==> src/rtl/regfile_status.sv <==
// regfile_status: 32 x 64-bit register file with two registered read ports,
// one write-back port with same-cycle write-through, and a 4-bit flag register.
// The top index is the hard-wired zero register.
module regfile_status #(
  parameter int DATA_WIDTH = 64,
  parameter int REG_COUNT  = 32,
  parameter int ADDR_WIDTH = 5
) (
  input  logic                  clock,
  input  logic                  reset,
  input  logic [ADDR_WIDTH-1:0] SA,
  input  logic [ADDR_WIDTH-1:0] SB,
  input  logic [ADDR_WIDTH-1:0] DA,
  input  logic [DATA_WIDTH-1:0] D,
  input  logic                  W,
  input  logic [3:0]            status_in,
  input  logic                  set_flags,
  output logic [DATA_WIDTH-1:0] A,
  output logic [DATA_WIDTH-1:0] B,
  output logic [3:0]            flags
);

  localparam logic [ADDR_WIDTH-1:0] ZERO_IDX = ADDR_WIDTH'(REG_COUNT - 1);

  logic [DATA_WIDTH-1:0] r_regs [REG_COUNT];
  logic [DATA_WIDTH-1:0] r_a, r_b;
  logic [3:0]            r_flags;

  logic                  w_wr_en;
  logic [DATA_WIDTH-1:0] w_a_val, w_b_val;

  // Writes to the zero register are dropped so its storage stays 0.
  assign w_wr_en = W && (DA != ZERO_IDX);

  // Operand selection: zero register first, then write-through, then storage.
  always_comb begin
    w_a_val = r_regs[SA];
    w_b_val = r_regs[SB];
    if (W && (DA == SA)) w_a_val = D;
    if (W && (DA == SB)) w_b_val = D;
    if (SA == ZERO_IDX)  w_a_val = '0;
    if (SB == ZERO_IDX)  w_b_val = '0;
  end

  // Register storage; reset wins over any write in the same cycle.
  always_ff @(posedge clock) begin
    if (reset) begin
      for (int i = 0; i < REG_COUNT; i++) r_regs[i] <= '0;
    end else if (w_wr_en) begin
      r_regs[DA] <= D;
    end
  end

  // Registered operand ports, reloaded every non-reset edge.
  always_ff @(posedge clock) begin
    if (reset) begin
      r_a <= '0;
      r_b <= '0;
    end else begin
      r_a <= w_a_val;
      r_b <= w_b_val;
    end
  end

  // Flag register captures ALU status only on flag-setting instructions.
  always_ff @(posedge clock) begin
    if (reset)          r_flags <= '0;
    else if (set_flags) r_flags <= status_in;
  end

  assign A     = r_a;
  assign B     = r_b;
  assign flags = r_flags;

endmodule

==> config.mk <==
export PLATFORM = sky130hd
export DESIGN_NAME = regfile_status
export DESIGN_NICKNAME = d
export VERILOG_FILES = /design/src/rtl/regfile_status.sv
export SDC_FILE = /design/constraint.sdc
export NUM_CORES = 2
export LEC_CHECK = 0
export CAP_MARGIN = 10
export CORE_MARGIN = 4
export CORE_UTILIZATION = 40
export CTS_BUF_LIST = sky130_fd_sc_hd__clkbuf_16
export DETAILED_ROUTE_END_ITERATION = 7
export HOLD_SLACK_MARGIN = 0.03
export PLACE_DENSITY = 0.6
export SYNTH_ARGS = -nofsm -noshare
export SYNTH_HDL_FRONTEND = slang
export SYNTH_SLANG_ARGS = --single-unit
==> constraint.sdc <==
create_clock -name clock -period 3.65 [get_ports clock]
set_input_delay 0.365 -clock clock [delete_from_list [all_inputs] [get_ports clock]]
set_output_delay 0.365 -clock clock [all_outputs]
set_load 0.02 [all_outputs]
[Yosys cells after proc, flatten, opt, wreduce, memory -nomap -nowiden]
Memories as Yosys holds them, arrays and structs flattened. A register that Yosys moved wholly into a read port is not among the register bits.
Index checks and enable logic that the tools add are counted.
Storage, ports and cells
  bits in registers: 4
  bits in writable memories: 2048
  input bits: 87
  output and inout bits: 132
  memories: 1
Cells by class
  equality and inequality tests: 3
  muxes and demuxes: 8
  reductions and logical operators: 4
Memory list
  r_regs: words 32, bits a word 64, rd ports 2, clocked after Yosys merged registers in 2, wr ports 32, line 25  | logic [DATA_WIDTH-1:0] r_regs [REG_COUNT];
Operator list (number)
  $mux 64: 1
  $reduce_or 64->1: 1
  $eq 5x5->1 const B: 2
  $mux 1: 6
  $mux 5: 1
  $ne 5x5->1 const B: 1
  $reduce_or 2->1: 2
  $logic_and 1x1->1: 1

[Longest topological paths before layout]
  depth after elaboration: 7
  gate-level depth with buffers: 10
  depth with buffers taken out: 5

[Worst setup path after synthesis]
No wires, ideal clock.
  kind: input port to flip-flop
  start point: in reset
  end point: mem r_regs[31][0] (enable)
  arrival time: 2.374 ns
  data required time: 3.206 ns
  setup slack: 0.832 ns
  cell stages on the path: 2
  cell sequence: clkbuf_1 -> clkbuf_1
RTL lines
  start, declared: line 10  | input logic reset,
  end, declared: line 25

[Worst setup path in the final report]
  start point: in SB[1]
  end point: reg r_b[56], in the netlist B[56] (read register of r_regs)
Between the ends
  cells in the longest elaborated chain, start to end: 2
RTL lines
  start, declared: line 12  | input logic [ADDR_WIDTH-1:0] SB,
  $eq 5x5->1: line 42  | if (SB == ZERO_IDX) w_b_val = '0;
  $reduce_or 2->1 (no source line)
  end, declared: line 26  | logic [DATA_WIDTH-1:0] r_a, r_b;
Parallel ways exist; a longest one is shown, timed or not.
A chain may end at the register's enable or synchronous reset.

==> results.py <==
metrics = {
    "min_path": {
        "hold-path-cell-count": 3,
        "hold_class": "in2reg",
        "min_to": "flags[1]",
        "holdCritStartpoint": "status_in[1]",
    },
    "setup_path": {
        "reg2reg_to": "B[56]",
        "worst-path-buf-inv": 3,
        "reg2reg_from": "r_regs[23][56]",
        "critical_path_arrival_ns": 3.39,
        "cp-end-kind": "register",
        "crit_type": "in2reg",
        "critPathMaxStageDelay_ns": 0.55,
        "rr_worst_depth": 5,
        "crit_required_ns": 4.29,
        "cp_cell_sequence": "buf_8, buf_12, buf_4, mux4_2, mux2_2, nand2_1, a32o_1, o21ai_0",
        "crit_path_max_fanout": 47,
        "slowest_stage": "mux4_2",
        "path_delay_family": "buffers and inverters",
        "reg2reg_slack_ns": 1.14,
        "cp-start-kind": "primary input",
    },
    "power_and_ir_drop": {
        "p_comb_frac": 0.123,
        "ir_drop_mv": 0.4741,
        "p_int_mw": 45.45,
        "clockPowerShare": 0.391,
        "swShare": 0.2539,
        "p_seq_frac": 0.486,
        "finalPower_mw": 60.92,
        "power.switching_mw": 15.47,
        "power_density_nw_per_um2": 473.4,
        "p_leak_nw": 44.43,
    },
    "floorplan": {
        "dieArea_um2": 288400,
        "io_pins": 219,
        "die_y_um": 537.1,
        "core-area_um2": 277500,
        "num_rows": 193,
        "start_util": 0.4035,
        "fp.dieW_um": 537.1,
    },
    "detailed_routing": {
        "wl_met1_mm": 152.6,
        "route.met3.wl_mm": 45.03,
        "dr.pass1.iters": 6,
        "post_drt_wl_per_cell_um": 36.37,
        "dr.first_iter.drc_count": 11150,
        "antenna_left": 0,
        "route.met2.wl_mm": 191.6,
        "drt-total-wl_mm": 407.8,
        "vias_per_cell": 6.341,
        "vias": 71090,
        "drc_errors": 0,
        "highest_layer": "met5",
    },
    "clocking": {
        "clk_path_buf_depth": 4,
        "htree_levels": 4,
        "cts_root_buffer": "clkbuf_16",
        "cts_num_sinks": 2180,
        "cts_setup_buffers": 0,
        "clock_latency_ns": 0.95,
        "numCtsBuffers": 243,
        "clkTransAtPathRegs_ns": 0.06,
        "cts_tree": "yes",
    },
    "job": {
        "drv_cap": 0,
    },
    "grt": {
        "grt_use_total": 0.2790,
        "grt_max_degree": 65,
        "antenna_found_initial": 44,
        "grt_first_pass_wirelength_mm": 564.9,
        "grt_pass1_vias": 71240,
        "overflow": 0,
    },
    "timing": {
        "finalCritPeriodShare": 0.7542,
        "hold_violations": 0,
        "setup_viol": 0,
        "slew_headroom": 0.1737,
        "finalWorstSetupSlack_ns": 0.8970,
        "rsz0062_at_grt": "false",
        "max_freq_mhz": 363.2,
        "period_minus_slack_ns": 2.753,
        "fin_skew_ns": 0.08240,
        "slew_viol_final": 0,
        "fin_setup_tns_ns": 0,
        "worst_pin_slew_ns": 1.236,
        "fin_hold_ws_ns": 0.09874,
    },
    "logic_synthesis": {
        "syn-cell-area_um2": 112000,
        "synthAdderAreaFrac": 0,
        "synth_xor_area_frac": 0.0007823,
        "ys_warn_count": 0,
        "synthSimpleGateAreaFrac": 0.1173,
        "synth-compound-area-share": 0.03444,
        "synthCells": 7193,
        "synth_area_per_cell_um2": 15.57,
        "yosys_register_bits": 2180,
        "async_flop_share": 0,
        "synth_cell_type_count": 45,
        "yosysSeqAreaShare": 0.5729,
        "synth_flop_cell": "edfxtp_1",
        "muxShareOfSynthArea": 0.2446,
        "synth_top_family_by_area": "multiplexers",
        "synth_edf_count": 2048,
    },
    "layout": {
        "nets": 7360,
        "fillers": 23490,
        "utilization": 0.4637,
        "drive_gt1_frac": 0.2389,
        "area_growth_pct": 14.92,
    },
    "placed_design": {
        "dp_slack_ns": 0.07003,
        "dp_hpwl_mm": 226.6,
        "numPortBuffers": 218,
        "gp_congestion": 0.8239,
    },
    "status": {
        "status": "complete, no violations",
    },
}
[worst min-delay path, delay by kind of cell]
family	cells	cell delay, ns
buf+inv	1	0.45
simple gates	1	0.07
mux	1	0.06
[per-stage QoR]
step,std cells,cell area [µm²]
floorplan,7256,112200
global placement,10730,120900
detailed placement,10730,120900
CTS,11180,128500
global route,11180,128600
finish,11210,128700
[logic make-up (layout without fill, tap and decap cells)]
| family | Yosys count | after routing |
|---|---|---|
| simple gates | 2122 | 2122 |
| buf+inv | 807 | 1026 |
| flops | 2180 | 2180 |
| xor+xnor | 10 | 10 |
| compound gates | 591 | 591 |
| mux | 1482 | 1482 |
| other cells | 1 | 96 |
[worst max path at each step]
| stage | from | to | slack, ns | cells past startpoint |
|---|---|---|---|---|
| 3_3_place_gp | SB[1] | B[56] | 0.06 | 8 |
| 5_1_grt | B[16] | B[16] | 0.91 | 1 |
| 3_5_place_dp | SB[1] | B[56] | 0.07 | 8 |
| 6_report | SB[1] | B[56] | 0.90 | 8 |
| 4_1_cts | A[30] | A[30] | 0.95 | 1 |
| 2_1_floorplan | reset | r_regs[31][0] | 0.83 | 2 |
[power by group through the flow]
stage	Combinational [mW]	Sequential (mW)	Clock [mW]
2_1_floorplan	4.19	29.9	0
3_3_place_gp	7.38	30.0	0
3_5_place_dp	7.42	30.1	0
4_1_cts	7.45	29.6	24.1
5_1_grt	7.75	29.7	25.1
6_report	7.49	29.6	23.8
[synth_stat cells (2+ instances only)]
cell | number | area share
a21oi_1 | 124 | 0.0055
nor3b_1 | 3 | 0.00020
xor2_1 | 7 | 0.00055
nor2_1 | 36 | 0.0012
nor2b_1 | 5 | 0.00028
mux2i_1 | 469 | 0.042
o22ai_1 | 64 | 0.0036
dfxtp_1 | 132 | 0.024
a22oi_1 | 21 | 0.0014
o211ai_1 | 5 | 0.00034
or2_2 | 33 | 0.0018
nand2_1 | 24 | 0.00080
mux2_2 | 11 | 0.0011
nand2b_1 | 6 | 0.00034
a211oi_1 | 62 | 0.0042
or3b_1 | 2 | 0.00016
nor3_1 | 2 | 0.000089
xnor2_1 | 3 | 0.00023
buf_2 | 145 | 0.0065
edfxtp_1 | 2048 | 0.55
o21bai_1 | 2 | 0.00013
o21ai_0 | 177 | 0.0079
mux4_2 | 1002 | 0.20
nand3_1 | 12 | 0.00054
a31oi_1 | 3 | 0.00017
o221ai_1 | 62 | 0.0049
o31ai_1 | 2 | 0.00013
and2_1 | 1987 | 0.11
buf_6 | 8 | 0.00080
buf_1 | 43 | 0.0014
buf_4 | 24 | 0.0016
a32o_1 | 64 | 0.0057
clkbuf_1 | 587 | 0.020
nand3b_1 | 7 | 0.00047
[placed cells by master, fill, tap and decap left out, types with 8 or more instances in the layout]
cell	n
bufinv_16	18
clkdlybuf4s50_1	207
a211oi_1	62
o221ai_1	62
mux2_2	11
o22ai_1	64
nand2_1	24
and2_1	1986
nor2_4	27
clkinvlp_4	9
buf_12	171
clkinv_1	70
buf_4	183
inv_1	47
a32o_1	64
mux2i_1	469
or2_4	31
conb_1	64
mux4_2	1002
diode_2	32
clkbuf_16	245
edfxtp_1	2048
dfxtp_1	132
o21ai_0	177
a21oi_1	124
clkinv_2	47
a22oi_1	21
nor2_1	8
nand3_1	10
[registers in the layout (all words and copies together), names as in the netlist]
register / flops
A: 64
B: 64
flags: 4
r_regs: 2048
[repair_timing]
item	in CTS	in global routing
endpoints found under the hold margin	20	0
hold buffers	2	0
gates resized for setup	0	0
[layer usage]
metal,vias up,GRT usage
li1,27940,-
met1,37410,0.3739
met2,4809,0.4425
met3,920,0.05934
met4,12,0.1189
met5,-,0
[final cells by class]
type | instances | area, µm² | area share
multi-input cells | 4269 | 45060 | 0.3502
clock buffers | 244 | 6106 | 0.04746
clock inverters | 203 | 1480 | 0.01150
repair buffers | 579 | 7161 | 0.05565
diodes | 32 | 80.08 | 0.0006224
flip-flops and latches | 2180 | 64140 | 0.4985
well taps | 3705 | 4636 | 0.03603
Power figures use the tool's default switching activity.
